$ cat src/rtl/codec_avalon_loopback_master_if.sv
// Avalon-MM register-port bundle shared by the loopback master and the codec slave.
interface codec_avalon_loopback_master_if;
  logic        chipselect;
  logic        read;
  logic        write;
  logic [2:0]  address;
  logic [31:0] writedata;
  logic [31:0] readdata;
  logic        waitrequest;
  logic        beginbursttransfer;
  logic [7:0]  burstcount;

  modport master (
    output chipselect, read, write, address, writedata, beginbursttransfer, burstcount,
    input  readdata, waitrequest
  );

  modport slave (
    input  chipselect, read, write, address, writedata, beginbursttransfer, burstcount,
    output readdata, waitrequest
  );
endinterface

$ cat src/rtl/codec_avalon_loopback_master.sv
// Avalon-MM burst master looping codec ADC samples back to the DAC:
// poll status, burst-read ADC into a buffer, poll status, burst-write the buffer to the DAC.
module codec_avalon_loopback_master #(
  parameter int unsigned BURST_LEN   = 4,
  parameter logic [2:0]  ADDR_STATUS = 3'd1,
  parameter logic [2:0]  ADDR_DAC    = 3'd2,
  parameter logic [2:0]  ADDR_ADC    = 3'd3
) (
  input  logic                                  Clk,
  input  logic                                  Rst_n,
  input  logic                                  start,
  input  logic                                  stop,
  codec_avalon_loopback_master_if.master        avm,
  output logic                                  busy,
  output logic [15:0]                           frames_done,
  output logic                                  adc_overrun
);
  localparam int unsigned      CNT_W     = $clog2(BURST_LEN) + 1;
  localparam int unsigned      IDX_W     = (BURST_LEN > 1) ? $clog2(BURST_LEN) : 1;
  localparam logic [CNT_W-1:0] LAST_BEAT = CNT_W'(BURST_LEN - 1);

  localparam logic [2:0] S_IDLE     = 3'd0;
  localparam logic [2:0] S_POLL_ADC = 3'd1;
  localparam logic [2:0] S_RD_BURST = 3'd2;
  localparam logic [2:0] S_POLL_DAC = 3'd3;
  localparam logic [2:0] S_WR_BURST = 3'd4;

  logic [2:0]       state_q, state_d;
  logic [CNT_W-1:0] beat_cnt_q, beat_cnt_d;
  logic             first_q, first_d;
  logic             stop_pending_q, stop_pending_d;
  logic [15:0]      frames_q, frames_d;
  logic             overrun_q, overrun_d;
  logic [31:0]      sample_buf_q [BURST_LEN];
  logic [31:0]      sample_buf_d [BURST_LEN];

  logic             accept;
  logic             stop_now;
  logic             last_beat;
  logic [IDX_W-1:0] beat_idx;

  assign beat_idx  = beat_cnt_q[IDX_W-1:0];
  assign last_beat = (beat_cnt_q == LAST_BEAT);
  // A stop arriving on the very cycle of the deciding beat still counts.
  assign stop_now  = stop_pending_q | stop;

  // Bus outputs decode straight from state so an async reset drops them at once.
  always_comb begin
    avm.read               = 1'b0;
    avm.write              = 1'b0;
    avm.address            = '0;
    avm.writedata          = '0;
    avm.burstcount         = '0;
    avm.beginbursttransfer = 1'b0;
    case (state_q)
      S_POLL_ADC, S_POLL_DAC: begin
        avm.read       = 1'b1;
        avm.address    = ADDR_STATUS;
        avm.burstcount = 8'd1;
      end
      S_RD_BURST: begin
        avm.read               = 1'b1;
        avm.address            = ADDR_ADC;
        avm.burstcount         = 8'(BURST_LEN);
        avm.beginbursttransfer = first_q;
      end
      S_WR_BURST: begin
        avm.write              = 1'b1;
        avm.address            = ADDR_DAC;
        avm.writedata          = sample_buf_q[beat_idx];
        avm.burstcount         = 8'(BURST_LEN);
        avm.beginbursttransfer = first_q;
      end
      default: ;
    endcase
  end

  assign avm.chipselect = avm.read | avm.write;
  assign accept         = (avm.read | avm.write) & avm.chipselect & ~avm.waitrequest;

  always_comb begin
    state_d        = state_q;
    beat_cnt_d     = beat_cnt_q;
    first_d        = 1'b0;
    stop_pending_d = stop_pending_q;
    frames_d       = frames_q;
    overrun_d      = overrun_q;
    sample_buf_d   = sample_buf_q;

    if (state_q != S_IDLE && stop) stop_pending_d = 1'b1;

    case (state_q)
      S_IDLE: begin
        if (start && !stop) begin
          state_d        = S_POLL_ADC;
          overrun_d      = 1'b0;
          stop_pending_d = 1'b0;
        end
      end
      S_POLL_ADC: begin
        if (accept) begin
          if (avm.readdata[2]) overrun_d = 1'b1;
          if (stop_now) begin
            state_d        = S_IDLE;
            stop_pending_d = 1'b0;
          end else if (!avm.readdata[3]) begin
            state_d    = S_RD_BURST;
            beat_cnt_d = '0;
            first_d    = 1'b1;
          end
        end
      end
      S_RD_BURST: begin
        if (accept) begin
          sample_buf_d[beat_idx] = avm.readdata;
          beat_cnt_d             = beat_cnt_q + 1'b1;
          if (last_beat) state_d = S_POLL_DAC;
        end
      end
      S_POLL_DAC: begin
        if (accept && !avm.readdata[1]) begin
          state_d    = S_WR_BURST;
          beat_cnt_d = '0;
          first_d    = 1'b1;
        end
      end
      S_WR_BURST: begin
        if (accept) begin
          beat_cnt_d = beat_cnt_q + 1'b1;
          if (last_beat) begin
            frames_d = frames_q + 16'd1;
            if (stop_now) begin
              state_d        = S_IDLE;
              stop_pending_d = 1'b0;
            end else begin
              state_d = S_POLL_ADC;
            end
          end
        end
      end
      default: state_d = S_IDLE;
    endcase
  end

  always_ff @(posedge Clk or posedge Rst_n) begin
    if (Rst_n) begin
      state_q        <= S_IDLE;
      beat_cnt_q     <= '0;
      first_q        <= 1'b0;
      stop_pending_q <= 1'b0;
      frames_q       <= '0;
      overrun_q      <= 1'b0;
      for (int i = 0; i < int'(BURST_LEN); i++) sample_buf_q[i] <= '0;
    end else begin
      state_q        <= state_d;
      beat_cnt_q     <= beat_cnt_d;
      first_q        <= first_d;
      stop_pending_q <= stop_pending_d;
      frames_q       <= frames_d;
      overrun_q      <= overrun_d;
      sample_buf_q   <= sample_buf_d;
    end
  end

  assign busy        = (state_q != S_IDLE);
  assign frames_done = frames_q;
  assign adc_overrun = overrun_q;
endmodule
$ cat src/flat_wrapper.sv
// flat-port wrapper written by rule: the top's interface ports become plain ports
module codec_avalon_loopback_master_flat 
#(
  parameter int unsigned BURST_LEN   = 4,
  parameter logic [2:0]  ADDR_STATUS = 3'd1,
  parameter logic [2:0]  ADDR_DAC    = 3'd2,
  parameter logic [2:0]  ADDR_ADC    = 3'd3
)
  (Clk, Rst_n, start, stop, busy, frames_done, adc_overrun, avm_chipselect, avm_read, avm_write, avm_address, avm_writedata, avm_beginbursttransfer, avm_burstcount, avm_readdata, avm_waitrequest);
  codec_avalon_loopback_master_if avm_i ();
  input  logic Clk;
  input  logic Rst_n;
  input  logic start;
  input  logic stop;
  output logic busy;
  output logic [15:0] frames_done;
  output logic adc_overrun;
  output wire logic [$bits(avm_i.chipselect)-1:0] avm_chipselect;
  output wire logic [$bits(avm_i.read)-1:0] avm_read;
  output wire logic [$bits(avm_i.write)-1:0] avm_write;
  output wire logic [$bits(avm_i.address)-1:0] avm_address;
  output wire logic [$bits(avm_i.writedata)-1:0] avm_writedata;
  output wire logic [$bits(avm_i.beginbursttransfer)-1:0] avm_beginbursttransfer;
  output wire logic [$bits(avm_i.burstcount)-1:0] avm_burstcount;
  input wire logic [$bits(avm_i.readdata)-1:0] avm_readdata;
  input wire logic [$bits(avm_i.waitrequest)-1:0] avm_waitrequest;
  assign avm_chipselect = avm_i.chipselect;
  assign avm_read = avm_i.read;
  assign avm_write = avm_i.write;
  assign avm_address = avm_i.address;
  assign avm_writedata = avm_i.writedata;
  assign avm_beginbursttransfer = avm_i.beginbursttransfer;
  assign avm_burstcount = avm_i.burstcount;
  assign avm_i.readdata = avm_readdata;
  assign avm_i.waitrequest = avm_waitrequest;
  codec_avalon_loopback_master #(.BURST_LEN(BURST_LEN), .ADDR_STATUS(ADDR_STATUS), .ADDR_DAC(ADDR_DAC), .ADDR_ADC(ADDR_ADC)) u_core (.Clk(Clk), .Rst_n(Rst_n), .start(start), .stop(stop), .avm(avm_i), .busy(busy), .frames_done(frames_done), .adc_overrun(adc_overrun));
endmodule
$ cat config.mk
export PLATFORM = sky130hd
export DESIGN_NAME = codec_avalon_loopback_master_flat
export DESIGN_NICKNAME = d
export VERILOG_FILES = /design/src/rtl/codec_avalon_loopback_master_if.sv /design/src/rtl/codec_avalon_loopback_master.sv /design/src/flat_wrapper.sv
export SDC_FILE = /design/constraint.sdc
export NUM_CORES = 1
export LEC_CHECK = 0
export CAP_MARGIN = 5
export CORE_MARGIN = 8
export CORE_UTILIZATION = 40
export DETAILED_ROUTE_END_ITERATION = 16
export DONT_BUFFER_PORTS = 1
export SYNTH_ARGS = -nofsm -noshare
export SYNTH_HDL_FRONTEND = slang
export SYNTH_SLANG_ARGS = --single-unit
$ cat constraint.sdc
create_clock -name Clk -period 6.2 [get_ports Clk]
set_input_delay 0.31 -clock Clk [delete_from_list [all_inputs] [get_ports Clk]]
set_output_delay 0.31 -clock Clk [all_outputs]
set_load 0.05 [all_outputs]
==> flow_metrics.tcl, run 1 <==
set metrics [dict create \
    status "finished, final reports clean" \
    synth_commonest_cells "dfrtp_1, mux2_2, and2_1" \
    slew_headroom_pct 26.4 \
    drt_first_pass_iters 4 \
    final_util_pct 44.7 \
    synth_top_area_share_pct 53.7 \
    crit_type "reg -> out" \
    finClkSkew_ns 0.00932 \
    fin_nets 528 \
    r2r_end "u_core.frames_done[14]" \
    hold_end "u_core.sample_buf_q[114]" \
    setup_violations 0 \
    rsz0062_at_grt "false" \
    drc 0 \
    crit_path_max_fanout 26 \
    clk_pin_slew_worst_paths_ns 0.07 \
    cts_tree "done" \
    syn_inst 491 \
    synthXorXnorAreaFrac_pct 2.09 \
    critical_path_required_ns 5.89 \
    max_cap_viol_count 0 \
    stdcell_area_sq_um 7920 \
    rr_startpoint "u_core.state_q[2]" \
    synth-seq-area-share_pct 53.7 \
    cts_resized 0 \
    totalWireLength_microns 15000 \
    via_per_inst 5.39 \
    post-route-period-util_pct 53.5 \
    core_sq_um 17700 \
    clockBufferDepth 2 \
    ys_seq_elements 153 \
    synth_top_family_by_area "multiplexers" \
    yosysTopAreaCell "dfrtp_1" \
    r2r_setup_slack_ns 3.27 \
    synthesis.area_sq_um 7140 \
    io_buffers 0 \
    synthAdderAreaFrac_pct 1.05 \
    fill_cells 1562 \
    slew_violations 0 \
    grt_util_all_layers_pct 14.0 \
    yosysWarnings 0 \
    power_density_nw_per_um2 446 \
    netlist_top_cells_area "dfrtp_1, mux2_2, mux4_2" \
    die_area_sq_um 22400 \
    start_util_pct 40.3 \
    holdWs_ns 0.0299 \
    place_hpwl_microns 9480 \
    clkSinkCount 153 \
    start_kind "register" \
    yosys_most_used_dff "dfrtp_1" \
    synth_edf_count 0 \
    multi_input_area_sq_um 3110 \
    synth.area.mux_share_pct 30.6 \
    numCtsBuffers 17 \
    io_pins 102 \
    ys_types 41 \
    finalHoldViolations 0 \
    async_flop_share_pct 100 \
    synth.most_common_cell "dfrtp_1" \
    dieWidth_microns 150 \
    place_area_sq_um 7300 \
    synth_simple_gate_area_share_pct 7.63 \
    fmax_ghz 0.302 \
    antenna_found_initial 0 \
    worst_ep_arrival_time_ns 3.00 \
    clk-insertion-delay-late_ns 0.42 \
    first_global_vias 4246 \
    grt_remaining_overflow 0 \
    synth_compound_area_share_pct 1.74 \
    syn_to_final_growth_pct 11.0 \
    grt_pass1_wl_microns 23900 \
    holdCritStartpoint "avm_readdata[18]" \
    gp_congestion 0.777 \
    crit_path_end_kind "output port" \
    fin_setup_tns_ns 0 \
    peakVddDrop_v 0.000301 \
    p_leak_nw 3.70 \
    htreeDepth 4 \
    root_buffer "clkbuf_16" \
    register_area_sq_um 3830 \
    synth_area_per_cell_sq_um 14.5 \
    period_minus_slack_ns 3.31 \
    drive_gt1_share_pct 42.2 \
    die_y_microns 150 \
    hp-class "in -> reg" \
    rows 49 \
    detail_route.wl_per_cell_microns 20.7 \
    antenna_cells 0 \
    whs_path_depth 1 \
    ff2ff_path_depth 5 \
    ant_nets 0 \
    drtIter0Drc 172 \
    grt_max_degree 79 \
    tightestPinTransition_ns 1.10 \
    vias 3916 \
    power_mw 3.53 \
]
what timing repair did:
action / 4_1_cts / 5_1_grt
hold endpoints to repair: 78 / 0
buffers inserted: 0 / 0
hold buffers: 2 / 0
endpoints found under the setup margin: 0 / 0
per-layer routing:
layer	GRT usage (%)	part of all wire, %	routed length, microns	vias to the layer above
met2	23.4	51	7630	76
met4	5.50	1.2	181	0
li1	-	-	-	1748
met1	16.5	41	6190	2082
met3	4.60	6.7	1010	10
met5	0	0	0	-
logic make-up (layout without fill, tap and decap cells):
group | Yosys count | in the layout
xor+xnor | 17 | 17
mux | 162 | 162
buf+inv | 46 | 47
other cells | 1 | 7
fa+ha+maj | 6 | 6
simple gates | 88 | 88
flops | 153 | 153
compound gates | 18 | 18
cell type report:
type,count,area share [%]
flip-flops and latches,153,48.4
clock buffers,17,5.37
clock inverters,15,2.26
inverters,10,0.537
multi-input cells,298,39.3
repair buffers,5,0.537
well taps,229,3.62
through the flow:
stage | setup WS [ns] | cells
final | 2.89 | 727
after global routing | 2.56 | 727
after CTS | 2.83 | 727
after detailed placement | 3.21 | 693
after global placement | 3.24 | 693
after floorplan | 1.77 | 497
registers in the layout, indices dropped and copies added, names as in the netlist:
register,flops
u_core.sample_buf_q,128
u_core.frames_done,16
u_core.beat_cnt_q,3
u_core.state_q,3
u_core.adc_overrun,1
u_core.first_q,1
u_core.stop_pending_q,1
report_power, final:
group	switching, mW	total [mW]	internal, mW
Sequential	0.241	1.56	1.32
Combinational	0.400	0.920	0.520
Clock	0.447	1.06	0.610
worst max-delay path, stage by stage (launching register included):
cell	delay, ns
dfrtp_1	0.68
nor3b_4	0.96
buf_4	0.44
and2_1	0.50
layout by cell type, fill, tap and decap left out, drive strengths merged, types with 5 or more instances in the layout:
master and instances:
dfrtp 153, mux2 130, and2 34, mux4 32, inv 19, clkbuf 17, nor2 11, nand2 11
xor2 10, xnor2 7, conb 7, nor3 6, ha 6, nand2b 5, nand3 5
worst max path at each step:
stage | start | endpoint | cells past startpoint
detailed placement | u_core.beat_cnt_q[0] | u_core.sample_buf_q[124] | 5
CTS | u_core.state_q[2] | avm_writedata[30] | 3
global placement | u_core.state_q[2] | u_core.frames_done[15] | 5
finish | u_core.state_q[2] | avm_writedata[30] | 3
global route | u_core.state_q[2] | avm_writedata[28] | 3
floorplan | Rst_n | u_core.adc_overrun | 1
Note: power is estimated with default switching activity, not from simulation.
==> inputs of run 2 (changes only) <==
==> constraint.sdc (replaced) <==
create_clock -name Clk -period 3.5 [get_ports Clk]
set_input_delay 0.175 -clock Clk [delete_from_list [all_inputs] [get_ports Clk]]
set_output_delay 0.175 -clock Clk [all_outputs]
set_load 0.05 [all_outputs]
==> run 2 against run 1 <==
  * Via count grew 4.2%
  * Highest routed layer unchanged
  * Clock-buffer cell count grew 3
  * Flip-flop and latch count is the same
  * Final cell count grew 5.5%
  * Sequential power grew 74%
  * Routed wire length grew 2.9%
  * Combinational power grew 92%
  * Largest power group unchanged
  * Total power grew 78%
  * Die area is the same
==> flow_metrics.tcl, run 2 (synthesis gave the netlist of run 1 again) <==
set metrics [dict create \
    status "finished, final reports clean" \
    totalWireLength_microns 15400 \
    internal_power_mw 4.37 \
    drc 0 \
    slew_headroom_pct 25.1 \
    netSwitchingPower_mw 1.91 \
    syn_to_final_growth_pct 16.5 \
    placed_cells_incl_taps 699 \
    antenna_cells 0 \
    worst_ep_arrival_time_ns 2.54 \
    setup_violations 0 \
    grt_remaining_overflow 0 \
    slew_violations 0 \
    htreeDepth 4 \
    layout_commonest_cell "dfrtp_1" \
    max_cap_viol_count 0 \
    grt_util_all_layers_pct 14.5 \
    critical_path_required_ns 3.32 \
    setup_ws_ns 0.783 \
    drive_gt1_share_pct 39.8 \
    antenna_found_initial 0 \
    dieWidth_microns 150 \
    seq_power_share_pct 43.0 \
    holdWs_ns 0.00619 \
    fmax_ghz 0.368 \
    clockBufferDepth 2 \
    io_buffers 0 \
    via_per_inst 5.32 \
    clkSinkCount 153 \
    ff2ff_path_depth 3 \
    switching_share_pct 30.4 \
    crit_path_max_fanout 25 \
    holdCritStartpoint "avm_readdata[3]" \
    drtIter0Drc 148 \
    peakVddDrop_v 0.000446 \
    power_mw 6.29 \
    cts_resized 0 \
    start_kind "register" \
    fin_nets 568 \
    grt_pass1_wl_microns 24900 \
    gp_congestion 0.787 \
    p_leak_nw 3.86 \
    rsz0062_at_grt "false" \
    whs_path_depth 2 \
    grt_max_degree 154 \
    clk-insertion-delay-late_ns 0.42 \
    cts_tree "done" \
    clkPwrFrac_pct 28.9 \
    die_y_microns 150 \
    period_minus_slack_ns 2.72 \
    power_density_nw_per_um2 756 \
    detail_route.wl_per_cell_microns 20.1 \
    rows 49 \
    tightestPinTransition_ns 1.12 \
    combPwrFrac_pct 28.1 \
    fin_cells 767 \
    finalHoldViolations 0 \
    die_area_sq_um 22400 \
    grt_use_met1_pct 18.2 \
    post-route-period-util_pct 77.6 \
    cp-startpoint "u_core.beat_cnt_q[0]" \
    crit_type "reg -> out" \
    largest_reg_flops 128 \
    largest_register "u_core.sample_buf_q" \
    grt_use_met2_pct 23.4 \
    root_buffer "clkbuf_16" \
    clk_pin_slew_worst_paths_ns 0.06 \
    start_util_pct 40.3 \
    core_sq_um 17700 \
    drt_first_pass_iters 4 \
    place_area_sq_um 7360 \
    final_util_pct 46.9 \
    grt.met3_usage_pct 4.20 \
    place_hpwl_microns 9630 \
    finClkSkew_ns 0.00871 \
    grt.busiest_layer "met2" \
    pre_cts_ws_ns 1.14 \
    ant_nets 0 \
    numCtsBuffers 17 \
    crit_path_end_kind "output port" \
    first_global_vias 4424 \
    rr_startpoint "u_core.state_q[1]" \
    vias 4081 \
    hp-class "in -> reg" \
    fin_setup_tns_ns 0 \
    io_pins 102 \
    stdcell_area_sq_um 8310 \
    mostFrequentLayoutCells "dfrtp_1, mux2_2, dlygate4sd3_1" \
]
[run 2: worst max-delay path: stages (launching register included)]
cell	delay (ns)
dfrtp_2	0.61
buf_4	0.55
mux4_2	0.60
and2_1	0.35
[run 2: timing repair]
item | 4_1_cts | 5_1_grt
buffers inserted | 0 | 0
hold buffers | 36 | 0
endpoints found under the hold margin | 285 | 0
[run 2: path summary, 6_finish.rpt]
| kind | slack (ns) | end |
|---|---|---|
| max reg2reg | 1.13 | u_core.sample_buf_q[13] |
| max | 0.78 | avm_writedata[13] |
| min | 0.006 | u_core.state_q[0] |
| min in group asynchronous | 0.47 | u_core.sample_buf_q[62] |
| max in group asynchronous | 2.40 | u_core.sample_buf_q[79] |
| min reg2reg | 0.50 | u_core.sample_buf_q[32] |
[run 2: routing by layer]
layer  routed length (microns)  up-vias
li1                          -     1821
met1                      6750     2133
met2                      7670      107
met3                       797       20
met4                       229        0
met5                         0        -
[run 2: cell type report]
| type | count | area [sq um] |
|---|---|---|
| Multi-Input combinational cell | 298 | 3110 |
| Clock inverter | 12 | 140 |
| Tap cell | 229 | 287 |
| Timing Repair Buffer | 45 | 453 |
| Fill cell | 1545 | 9410 |
| Clock buffer | 20 | 447 |
| Inverter | 10 | 41.3 |
| Sequential cell | 153 | 3830 |
[run 2: power groups by stage]
stage / logic (mW) / clock network, mW / registers (mW)
floorplan: 1.57 / 0 / 2.57
global placement: 1.70 / 0 / 2.70
detailed placement: 1.75 / 0 / 2.74
CTS: 1.80 / 1.87 / 2.71
global route: 1.92 / 1.96 / 2.78
finish: 1.77 / 1.81 / 2.71
